$ cat src/rtl/uart_cmd_tx.sv
// UART transmit engine fed by the 7-bit command bus: nibble-loaded holding register,
// programmable bit prescaler, optional parity and 1/2 stop bits, status byte on io_out8.
module uart_cmd_tx #(
    parameter logic [7:0] PREDIV_RESET = 8'd15,
    parameter logic [3:0] CONFIG_RESET = 4'b0000
) (
    input  logic       clk,
    input  logic       rst_n,
    input  logic [6:0] io_in7,
    input  logic       io_cmdValid,
    output logic       io_txd,
    output logic [7:0] io_out8,
    output logic       io_resetCommandStrobe,
    output logic       io_gatedTxdStopBitSupport
);

    typedef enum logic [2:0] {
        ST_IDLE   = 3'd0,
        ST_START  = 3'd1,
        ST_DATA   = 3'd2,
        ST_PARITY = 3'd3,
        ST_STOP1  = 3'd4,
        ST_STOP2  = 3'd5
    } state_t;

    localparam logic [1:0] CMD_DATA   = 2'd0;
    localparam logic [1:0] CMD_CONFIG = 2'd1;
    localparam logic [1:0] CMD_PREDIV = 2'd2;
    localparam logic [1:0] CMD_SPARE  = 2'd3;

    logic [1:0] cmd;
    logic [4:0] payload;
    assign cmd     = io_in7[1:0];
    assign payload = io_in7[6:2];

    state_t     state, state_nxt;
    logic [7:0] hold, shifter, prediv, frame_prediv, cnt;
    logic [3:0] cfg, frame_cfg;
    logic [2:0] bit_idx;
    logic       hold_full, overrun, frame_par, strobe;
    logic       soft_rst, data_wr, cfg_wr, pre_wr, ovr_clr, load, bit_end;

    assign soft_rst = io_cmdValid && (cmd == CMD_CONFIG) && (payload == 5'b11000);
    assign cfg_wr   = io_cmdValid && (cmd == CMD_CONFIG) && !payload[4];
    assign data_wr  = io_cmdValid && (cmd == CMD_DATA);
    assign pre_wr   = io_cmdValid && (cmd == CMD_PREDIV);
    assign ovr_clr  = io_cmdValid && (cmd == CMD_SPARE) && (payload == 5'd0);
    assign bit_end  = (state != ST_IDLE) && (cnt == 8'd0);

    always_ff @(posedge clk or negedge rst_n) begin
        if (!rst_n) state <= ST_IDLE;
        else        state <= state_nxt;
    end

    always_comb begin
        state_nxt = state;
        load      = 1'b0;
        case (state)
            ST_IDLE:   if (hold_full) begin
                           state_nxt = ST_START;
                           load      = 1'b1;
                       end
            ST_START:  if (bit_end) state_nxt = ST_DATA;
            ST_DATA:   if (bit_end && bit_idx == 3'd7)
                           state_nxt = frame_cfg[1] ? ST_PARITY : ST_STOP1;
            ST_PARITY: if (bit_end) state_nxt = ST_STOP1;
            ST_STOP1:  if (bit_end) state_nxt = frame_cfg[0] ? ST_STOP2 : ST_IDLE;
            ST_STOP2:  if (bit_end) state_nxt = ST_IDLE;
            default:   state_nxt = ST_IDLE;
        endcase
        // Soft reset aborts everything, including a transfer out of IDLE in the same cycle
        if (soft_rst) begin
            state_nxt = ST_IDLE;
            load      = 1'b0;
        end
    end

    always_ff @(posedge clk or negedge rst_n) begin
        if (!rst_n) begin
            hold         <= 8'd0;
            hold_full    <= 1'b0;
            overrun      <= 1'b0;
            shifter      <= 8'd0;
            cnt          <= 8'd0;
            bit_idx      <= 3'd0;
            frame_par    <= 1'b0;
            prediv       <= PREDIV_RESET;
            frame_prediv <= PREDIV_RESET;
            cfg          <= CONFIG_RESET;
            frame_cfg    <= CONFIG_RESET;
            strobe       <= 1'b0;
        end else if (soft_rst) begin
            hold         <= 8'd0;
            hold_full    <= 1'b0;
            overrun      <= 1'b0;
            shifter      <= 8'd0;
            cnt          <= 8'd0;
            bit_idx      <= 3'd0;
            frame_par    <= 1'b0;
            prediv       <= PREDIV_RESET;
            frame_prediv <= PREDIV_RESET;
            cfg          <= CONFIG_RESET;
            frame_cfg    <= CONFIG_RESET;
            strobe       <= 1'b1;
        end else begin
            strobe <= 1'b0;

            if (load) begin
                shifter      <= hold;
                frame_cfg    <= cfg;
                frame_prediv <= prediv;
                frame_par    <= (^hold) ^ cfg[2];
                bit_idx      <= 3'd0;
                cnt          <= prediv;
            end else if (bit_end) begin
                cnt <= frame_prediv;
                if (state == ST_DATA) begin
                    shifter <= shifter >> 1;
                    bit_idx <= bit_idx + 3'd1;
                end
            end else if (state != ST_IDLE) begin
                cnt <= cnt - 8'd1;
            end

            // A hi-nibble write in the load cycle refills hold; its set wins over the clear
            if (load) hold_full <= 1'b0;
            if (data_wr) begin
                if (hold_full && !load) begin
                    overrun <= 1'b1;
                end else if (payload[4]) begin
                    hold[7:4] <= payload[3:0];
                    hold_full <= 1'b1;
                end else begin
                    hold[3:0] <= payload[3:0];
                end
            end
            if (ovr_clr) overrun <= 1'b0;

            if (cfg_wr) cfg <= payload[3:0];
            if (pre_wr) begin
                if (payload[4]) prediv[7:4] <= payload[3:0];
                else            prediv[3:0] <= payload[3:0];
            end
        end
    end

    always_comb begin
        case (state)
            ST_START:  io_txd = 1'b0;
            ST_DATA:   io_txd = shifter[0];
            ST_PARITY: io_txd = frame_par;
            default:   io_txd = 1'b1;
        endcase
    end

    assign io_out8 = {(state != ST_IDLE), hold_full, overrun, io_txd, 1'b0, state};
    assign io_resetCommandStrobe = strobe;
    assign io_gatedTxdStopBitSupport = frame_cfg[3] &&
                                       ((state == ST_STOP1) || (state == ST_STOP2));

endmodule

$ cat config.mk
export PLATFORM = sky130hd
export DESIGN_NAME = uart_cmd_tx
export DESIGN_NICKNAME = d
export VERILOG_FILES = /design/src/rtl/uart_cmd_tx.sv
export SDC_FILE = /design/constraint.sdc
export NUM_CORES = 1
export LEC_CHECK = 0
export CAP_MARGIN = 25
export CELL_PAD_IN_SITES_DETAIL_PLACEMENT = 1
export CELL_PAD_IN_SITES_GLOBAL_PLACEMENT = 1
export CORE_ASPECT_RATIO = 0.5
export CORE_MARGIN = 4
export CORE_UTILIZATION = 35
export CTS_BUF_LIST = sky130_fd_sc_hd__clkbuf_8
export DETAILED_ROUTE_END_ITERATION = 7
export HOLD_SLACK_MARGIN = 0.02
export PLACE_DENSITY_LB_ADDON = 0.15
export SETUP_SLACK_MARGIN = 0.2
export SYNTH_ARGS = -nofsm -noshare
export SYNTH_HDL_FRONTEND = slang
export SYNTH_SLANG_ARGS = --single-unit
$ cat constraint.sdc
create_clock -name clk -period 2.13 [get_ports clk]
set_input_delay 0.213 -clock clk [delete_from_list [all_inputs] [get_ports clk]]
set_output_delay 0.213 -clock clk [all_outputs]
set_load 0.02 [all_outputs]
# Word-level counts from Yosys, hierarchy flattened
# Index checks and enable logic that the tools add are counted.
# Widths: inputs -> output; s select.
[word_totals] register_bits=58 latch_bits=0 ramBits=0 rom_bits=0 input_bits=10 output_inout_bits=11 word_cells=124 n_memories=0
[classes] n_addsub=2 mul=0 div=0 magnitude_cmp=0 eq_ne=18 shift=0 mux=51 n_bitwise=1 n_reduce_logical=37
[op_table] cell="$mux 8" n=15
[op_table] cell="$mux 3" n=13
[op_table] cell="$mux 4" n=6
[op_table] cell="$ne 3x3->1 const B" n=6
[op_table] cell="$pmux 3 s6" n=1
[op_table] cell="$mux 1" n=15
[op_table] cell="$reduce_bool 3->1" n=5
[op_table] cell="$logic_and 1x1->1" n=11
[op_table] cell="$reduce_bool 2->1" n=5
[op_table] cell="$eq 3x3->1 const B" n=3
[op_table] cell="$logic_not 8->1" n=1
[op_table] cell="$reduce_and 2->1" n=4
[op_table] cell="$reduce_xor 8->1" n=1
[op_table] cell="$sub 8x1->8 const B" n=1
[op_table] cell="$eq 3x2->1 const B" n=2
[op_table] cell="$reduce_and 3->1" n=2
[op_table] cell="$reduce_and 6->1" n=1
[op_table] cell="$eq 5x5->1 const B" n=1
[op_table] cell="$logic_not 5->1" n=1
[op_table] cell="$eq 2x2->1 const B" n=2
[op_table] cell="$reduce_bool 4->1" n=1
[op_table] cell="$add 3x1->3 const B" n=1
[op_table] cell="$eq 3x1->1 const B" n=1
[op_table] cell="$logic_not 3->1" n=1
[op_table] cell="8 further kinds" n=9

# Longest topological paths before layout
# Gate-level depths: netlist of run 1.
[logic_depth] depth_word=10 mapped_depth=7 depth_no_buf=6

# Worst setup path after synthesis of run 1
# Ideal clock, no wire load.
[synth_path] path_kind="reg-to-reg" from="register cnt[0]" to="register cnt[5]" setup_time_ns=0.142 t_arrival_ns=1.765 t_required_ns=1.988 path_slack_ns=0.223 path_stages_with_launch=8 n_path_buf=1 synth_period_minus_slack_ns=1.907 cell_sequence="dfrtp_1 inv_1 ha_1 or3b_2 buf_2 or3_1 a31oi_1 a211oi_1"
[synth_via] elab_chain_len=5 word_cells_on_any_way=8 classes_between="1 x add/sub; 4 x mux; 3 x reduce/logical"
[synth_lines] item="start, declared" line_no="37" source="logic [7:0] hold, shifter, prediv, frame_prediv, cnt;"
[synth_lines] item="start signal, assigned" line_no="114" source="cnt <= prediv;"
[synth_lines] item="start signal, assigned" line_no="116" source="cnt <= frame_prediv;"
[synth_lines] item="start signal, assigned" line_no="122" source="cnt <= cnt - 8'd1;"
[synth_lines] item="$sub 8x1->8 or $logic_not 8->1 (tied branches)" line_no="122, 48"
[synth_lines] item="$mux 8 or $logic_and 1x1->1 (tied branches)" line_no="121, 48"
[synth_lines] item="$mux 8" line_no="115" source="end else if (bit_end) begin"
[synth_lines] item="$mux 8" line_no="108" source="if (load) begin"
[synth_lines] item="$mux 8" line_no="92" source="end else if (soft_rst) begin"
# Several ways; a longest one is shown, not always the timed one. The select of a mux whose other input is x is not followed.
# A chain may end at the register's enable or synchronous reset.

# Final worst setup path of run 1
[layout_path] from="register state[0]" to="output port io_txd"
[layout_via] elab_chain_len=2 word_cells_on_any_way=4 classes_between="3 x eq/ne; 1 x mux"
[layout_lines] item="start, declared" line_no="36" source="state_t state, state_nxt;"
[layout_lines] item="start signal, assigned" line_no="52" source="else state <= state_nxt;"
[layout_lines] item="$eq 3x2->1 or $eq 3x1->1 (tied branches)" line_no="148" source="case (state)"
[layout_lines] item="$pmux 1 s3 *" line_no="148"
[layout_lines] item="end, declared" line_no="11" source="output logic io_txd,"
# Every way passes the cells marked *; elsewhere a longest branch is shown, timed or not.

==> out/results.tsv, run 1 <==
metric	value	unit
outcome	complete, no violations	
start_kind	flop	
max_freq	532	MHz
die-area	10500	µm²
initial_core_util	0.372	
yosysUniqueCellTypes	64	
cap_violations	0	
netlist.area_leader.share	0.398	
clk_latency	340	ps
drcViolationCount	0	
synth-seq-area-share	0.466	
drv_slew	0	
synth-edff-count	0	
leakage	0.00164	µW
drt-total-wl	8800	µm
power_density	1510	nW/µm²
htree_levels	3	
rows	23	
grtUsageTotal	0.182	
dp_slack	31.9	ps
rsz0062_at_grt	true	
cp-startpoint	state[0]	
yosys_warnings	0	
viasPerCell	5.34	
fin_worst_skew	8.52	ps
dr.pass1.iters	4	
globalplace.congestion	0.803	
fin_nets	353	
worstPathRequired	1920	ps
avgSynthCellArea	10.6	µm²
overflow	0	
worstPathCellList	nor3b_1 > a21oi_1 > or2_2 > clkdlybuf4s15_1	
layout_setup_ws	251	ps
ys_ff_latch	57	
grt_pass1_wl	14600	µm
ant_nets	0	
worstPathMaxFanout	5	
post_drt_wl_per_cell	19.3	µm
yosys-top-cells-count	dfrtp_1, nand2_1, mux2_2	
cp_num_buf_inv	1	
clk_pin_slew	60	ps
die_y	74.3	µm
top_layer	met4	
syn-instance-count	290	
crit_type	reg2out	
tns	0	ps
clockRootBuffer	clkbuf_8	
core_area	8290	µm²
cp_top_family	simple AND/OR/NAND/NOR gates	
wl_met1	4160	µm
vias	2436	
hp-class	in2async	
synth_area	3080	µm²
slowest_delay	460	ps
cts_buffer_depth	2	
hold_ws	393	ps
finalHoldViolCount	0	
dr_wl_met3	255	µm
yosys-top-cells-area	dfrtp_1, mux2_2, dfstp_2	
synth_flop_cell	dfrtp_1	
numClockSinks	57	
endpoint_kind	output pin	
ir_drop	0.507	mV
cp_slowest_cell	dfrtp_2	
syn_to_final_growth	25.9	%
drive_gt1_frac	0.297	
period_minus_slack	1880	ps
die_w	141	µm
post-route-period-util	0.882	
antenna_found_initial	0	
post-dp-hpwl	6100	µm
synth_top_cell_by_area	dfrtp_1	
grt_max_degree	58	
setup_viol	0	
drt_iter0_markers	110	
synthMostInstantiatedCell	dfrtp_1	
arrival	1670	ps
wl_met2	4240	µm
synth_nets	304	
io_pins	21	
antenna_cells	0	
rr_startpoint	cnt[1]	
cts_inserted_buffers	9	
place.port_buffers	19	
grt_pass1_vias	2747	
cts_tree	yes	
synthArstFlopShare	1.00	
==> per-stage QoR <==
step | utilization | std cells | power [µW] | cell area, µm²
3_5_place_dp | 0.424 | 430 | 4540 | 3510
3_3_place_gp | 0.424 | 430 | 4440 | 3510
4_1_cts | 0.465 | 454 | 5840 | 3850
2_1_floorplan | - | 290 | 3670 | 3080
5_1_grt | 0.468 | 456 | 6280 | 3880
6_report | 0.468 | 456 | 5870 | 3880
==> per-layer routing <==
| layer | GRT usage | vias up |
|---|---|---|
| met4 | 0.0698 | 0 |
| met5 | 0 | - |
| li1 | - | 1155 |
| met2 | 0.312 | 33 |
| met1 | 0.224 | 1235 |
| met3 | 0.0501 | 13 |
==> worst min-delay path: cells and delay by family <==
kind	cells	cell delay (ps)
buf+inv	3	910
==> worst paths after layout <==
path / endpoint / slack (ps) / cells after the start
setup / recovery: io_txd / 250 / 4
hold / removal: hold[2] / 390 / 3
setup reg to reg: cnt[5] / 260 / 6
hold reg to reg: frame_cfg[0] / 490 / 2
max in group asynchronous: prediv[2] / 1400 / 3
min in group clk: frame_cfg[0] / 490 / 2
==> logic make-up after synthesis <==
kind of cell / Yosys count / synth area share
and+or+nand+nor: 84 / 0.154
buffers and inverters: 27 / 0.0455
other: 1 / 0.00122
AOI/OAI and AO/OA: 79 / 0.184
xor gates and xnor gates: 11 / 0.0358
adders and majority gates: 4 / 0.0163
DFF: 57 / 0.466
muxes: 27 / 0.0963
==> cell usage in the layout (no fill, tap or decap), drive strengths merged, types with 3 or more instances in the layout <==
cell type | Yosys | routed
nand2b | 6 | 6
clkbuf | 7 | 14
o2111ai | 3 | 3
nor3b | 7 | 7
mux2i | 6 | 6
a211oi | 4 | 4
mux2 | 21 | 21
nand2 | 31 | 31
xnor2 | 9 | 9
ha | 4 | 4
clkdlybuf4s50 | 0 | 14
nand3 | 3 | 3
o211ai | 3 | 3
nor2b | 3 | 3
nor3 | 9 | 9
nor2 | 10 | 10
inv | 9 | 10
buf | 11 | 37
a21oi | 10 | 10
a31oi | 3 | 3
o21ai | 21 | 21
a2bb2oi | 7 | 7
dfstp | 8 | 8
a22o | 4 | 4
dfrtp | 49 | 49
o31ai | 3 | 3
o22a | 4 | 4
==> sequential cells by signal (all words and copies together), names as in the netlist <==
name and flops:
shifter 8, cfg 4, state 3, hold_full 1, frame_cfg 3, hold 8
prediv 8, cnt 8, bit_idx 3, frame_prediv 8, frame_par 1, io_resetCommandStrobe 1
overrun 1
==> repair_timing <==
item | 4_1_cts | 5_1_grt
hold endpoints to repair | 49 | 0
pin swaps | 0 | 1
buffers inserted | 7 | 2
endpoints found under the setup margin | 18 | 18
resized for setup | 12 | 8
gates cloned | 0 | 0
hold buffers | 1 | 0
==> area by class of cell <==
| class | count | area [µm²] |
|---|---|---|
| Tap cell | 112 | 140 |
| Timing Repair Buffer | 56 | 508 |
| Inverter | 9 | 33.8 |
| Multi-Input combinational cell | 206 | 1540 |
| Fill cell | 922 | 4410 |
| Clock buffer | 13 | 179 |
| Clock inverter | 3 | 38.8 |
| Sequential cell | 57 | 1440 |
==> power by group <==
group | switching (µW) | total [µW] | internal, µW
Combinational | 1400 | 2820 | 1420
Clock | 444 | 1110 | 662
Sequential | 384 | 1940 | 1560
Power figures use the tool's default switching activity.
==> inputs of run 2 (changes only) <==
CAP_MARGIN = not set   (was 25)
CORE_MARGIN = not set   (was 4)
==> out/results.tsv, run 2 (synthesis results as in run 1) <==
metric	value	unit
antenna_found_initial	0	
ir_drop	0.594	mV
io_pins	21	
cts_buffer_depth	2	
drt_iter0_markers	83	
cap_violations	0	
cp_slowest_cell	clkdlybuf4s50_1	
cp_top_family	buffers and inverters	
finalHoldViolCount	0	
hp-class	in2async	
cts_tree	yes	
leakage	0.00163	µW
outcome	complete, no violations	
grt_pass1_wl	13700	µm
place.port_buffers	19	
setup_viol	0	
worstPathCellList	buf_4 > clkdlybuf4s50_1	
grtUsageMet1	0.258	
start_kind	flop	
post-route-period-util	0.861	
met3_usage	0.0519	
clockRootBuffer	clkbuf_8	
initial_core_util	0.373	
die_y	68.3	µm
core_area	8260	µm²
cp_num_buf_inv	2	
htree_levels	3	
crit_type	reg2out	
rsz0062_at_grt	false	
clk_latency	340	ps
fin_nets	351	
numClockSinks	57	
final_common_cell	dfrtp_1	
drcViolationCount	0	
relSlewSlack	0.638	
clk_pin_slew	60	ps
vias	2407	
drv_slew	0	
period_minus_slack	1830	ps
worstPathMaxFanout	20	
final_area	3850	µm²
globalplace.congestion	0.762	
slowest_delay	660	ps
post_drt_wl_per_cell	18.2	µm
post-dp-hpwl	5770	µm
die_w	135	µm
placed_cell_area	3540	µm²
worstPathRequired	1920	ps
syn_to_final_growth	25.2	%
cts_inserted_buffers	9	
die-area	9200	µm²
grtUsageMet2	0.334	
final_cell_mix	dfrtp_1, nand2_1, buf_4	
antenna_cells	0	
grt_max_degree	58	
timing_worst_slew_pin_value	544	ps
fin_worst_skew	7.99	ps
grt.busiest_layer	met2	
power_density	1490	nW/µm²
layout_setup_ws	297	ps
grtUsageTotal	0.200	
overflow	0	
ant_nets	0	
grt_pass1_vias	2586	
dr.pass1.iters	4	
dp_slack	56.1	ps
drt-total-wl	8280	µm
drive_gt1_frac	0.295	
rows	23	
endpoint_kind	output pin	
arrival	1620	ps
viasPerCell	5.30	
tns	0	ps
max_freq	545	MHz
run 2: metal layers:
metal  share of wire  wire length, µm
met1            0.49             4020
met2            0.47             3920
met3           0.032              269
met4          0.0074               61
met5               0                0
run 2: stage by stage:
step,hold slack (ps),instances,util,total power (µW)
2_1_floorplan,-82.6,290,-,3670
3_3_place_gp,240,433,0.428,4440
3_5_place_dp,244,433,0.428,4540
4_1_cts,403,451,0.458,5660
5_1_grt,432,454,0.467,6150
6_report,404,454,0.467,5740
run 2: repair_timing:
item	in CTS	in global routing
hold buffers	1	0
hold endpoints to repair	49	0
pin swaps	0	0
cloned	0	1
setup buffers	1	2
gates resized for setup	12	11
setup endpoints to repair	23	19
run 2: power by group:
group | internal [µW] | leakage [µW] | total (µW) | switching (µW)
Combinational | 1390 | 0.000829 | 2740 | 1340
Sequential | 1560 | 0.000684 | 1950 | 389
Clock | 626 | 0.000115 | 1050 | 429
Total | 3570 | 0.00163 | 5740 | 2160
run 2: path summary, 6_finish.rpt:
kind | from | end | slack (ps) | cells past startpoint
min in group clk | frame_prediv[6] | frame_prediv[6] | 480 | 2
max in group asynchronous | rst_n | prediv[1] | 1400 | 3
min | rst_n | hold[4] | 400 | 3
max | hold_full | io_out8[6] | 300 | 2
min reg2reg | frame_prediv[6] | frame_prediv[6] | 480 | 2
max reg2reg | cnt[0] | cnt[5] | 340 | 6
run 2: final cells by class:
type | count | area [µm²]
repair buffers | 53 | 468
flip-flops and latches | 57 | 1440
inverters | 9 | 33.8
fillers | 898 | 4410
clock inverters | 4 | 42.5
well taps | 112 | 140
multi-input cells | 207 | 1560
clock buffers | 12 | 165
run 2: tightest hold or removal path, cell delays in order:
cell and delay, ps:
dlygate4sd3_1 520, buf_2 120, buf_12 280
==> inputs of run 3 (changes only) <==
MAX_ROUTING_LAYER = met4   (was not set)
==> out/results.tsv, run 3 (synthesis results as in run 1) <==
metric	value	unit
drive_gt1_frac	0.292	
die-area	9200	µm²
post-dp-hpwl	5770	µm
post-route-period-util	0.863	
dr.pass1.iters	4	
tns	0	ps
globalplace.congestion	0.772	
rsz0062_at_grt	false	
drcViolationCount	0	
grt.busiest_layer	met2	
finalHoldViolCount	0	
ir_drop	0.594	mV
grt_max_degree	58	
post_drt_wl_per_cell	18.2	µm
fin_worst_skew	9.63	ps
crit_type	reg2out	
cts_buffer_depth	2	
overflow	0	
p_sw	2170	µW
clock_power_share	0.184	
dp_slack	56.1	ps
die_y	68.3	µm
die_w	135	µm
initial_core_util	0.373	
max_freq	544	MHz
switching_share	0.377	
final_cell_mix	dfrtp_1, nand2_1, buf_4	
viasPerCell	5.37	
grt_pass1_wl	13700	µm
place.port_buffers	19	
start_kind	flop	
arrival	1620	ps
numClockSinks	57	
grtUsageTotal	0.206	
relSlewSlack	0.616	
cts_tree	yes	
combPwrFrac	0.477	
rr_startpoint	cnt[0]	
io_pins	21	
htree_levels	3	
leakage	0.00163	µW
hold_ws	402	ps
syn_to_final_growth	25.0	%
layout_setup_ws	292	ps
grtUsageMet2	0.333	
timing_worst_slew_pin_value	576	ps
cts_inserted_buffers	9	
drt_iter0_markers	111	
clk_latency	350	ps
endpoint_kind	output pin	
fin_nets	351	
worstPathRequired	1920	ps
p_int	3570	µW
vias	2437	
antenna_found_initial	0	
grt_pass1_vias	2589	
drv_slew	0	
period_minus_slack	1840	ps
cap_violations	0	
hp-class	in2async	
power_density	1490	nW/µm²
final_util	0.466	
rows	23	
clk_pin_slew	60	ps
grtUsageMet1	0.259	
core_area	8260	µm²
drt-total-wl	8260	µm
final_common_cell	dfrtp_1	
ant_nets	0	
cp-startpoint	hold_full	
met3_usage	0.0496	
seq_power_share	0.339	
antenna_cells	0	
clockRootBuffer	clkbuf_8	
outcome	complete, no violations	
setup_viol	0	
worstPathMaxFanout	20	
[run 3: per-layer routing]
metal	wire [µm]	vias to the layer above
met3	195	14
met1	4120	1247
met4	124	0
li1	-	1154
met5	0	-
met2	3830	22
[run 3: final cells by class]
type | instances | area (µm²)
fillers | 901 | 4410
multi-input cells | 207 | 1560
flip-flops and latches | 57 | 1440
repair buffers | 53 | 468
clock buffers | 12 | 165
well taps | 112 | 140
clock inverters | 4 | 42.5
inverters | 9 | 33.8
[run 3: worst paths after layout]
kind,endpoint,slack [ps],cells after the start
setup / recovery,io_out8[6],290,2
min in group clk,frame_prediv[6],480,2
hold / removal,hold[4],400,3
setup reg to reg,cnt[5],330,6
hold reg to reg,frame_prediv[6],480,2
max in group asynchronous,prediv[1],1410,3
[run 3: per-stage QoR]
| step | area, µm² | power, µW | std cells |
|---|---|---|---|
| final | 3850 | 5740 | 454 |
| after detailed placement | 3540 | 4540 | 433 |
| after floorplan | 3080 | 3670 | 290 |
| after global routing | 3850 | 6140 | 454 |
| after global placement | 3540 | 4440 | 433 |
| after CTS | 3780 | 5660 | 451 |
[run 3: timing repair]
item,4_1_cts,5_1_grt
endpoints found under the setup margin,23,19
setup buffers,1,2
hold buffers,1,0
cloned,0,1
endpoints found under the hold margin,49,0
gates resized for setup,12,10
[run 3: critical path, cell delays in order (launching register included)]
cell             delay [ps]
dfrtp_1                 340
buf_4                   280
clkdlybuf4s50_1         660
[run 3: power groups by stage]
stage / sequential [µW] / combinational (µW) / clock (µW)
after floorplan: 1840 / 1830 / 0
after global placement: 1920 / 2520 / 0
after detailed placement: 1950 / 2590 / 0
after CTS: 1940 / 2630 / 1090
after global routing: 2000 / 3010 / 1130
final: 1940 / 2740 / 1060
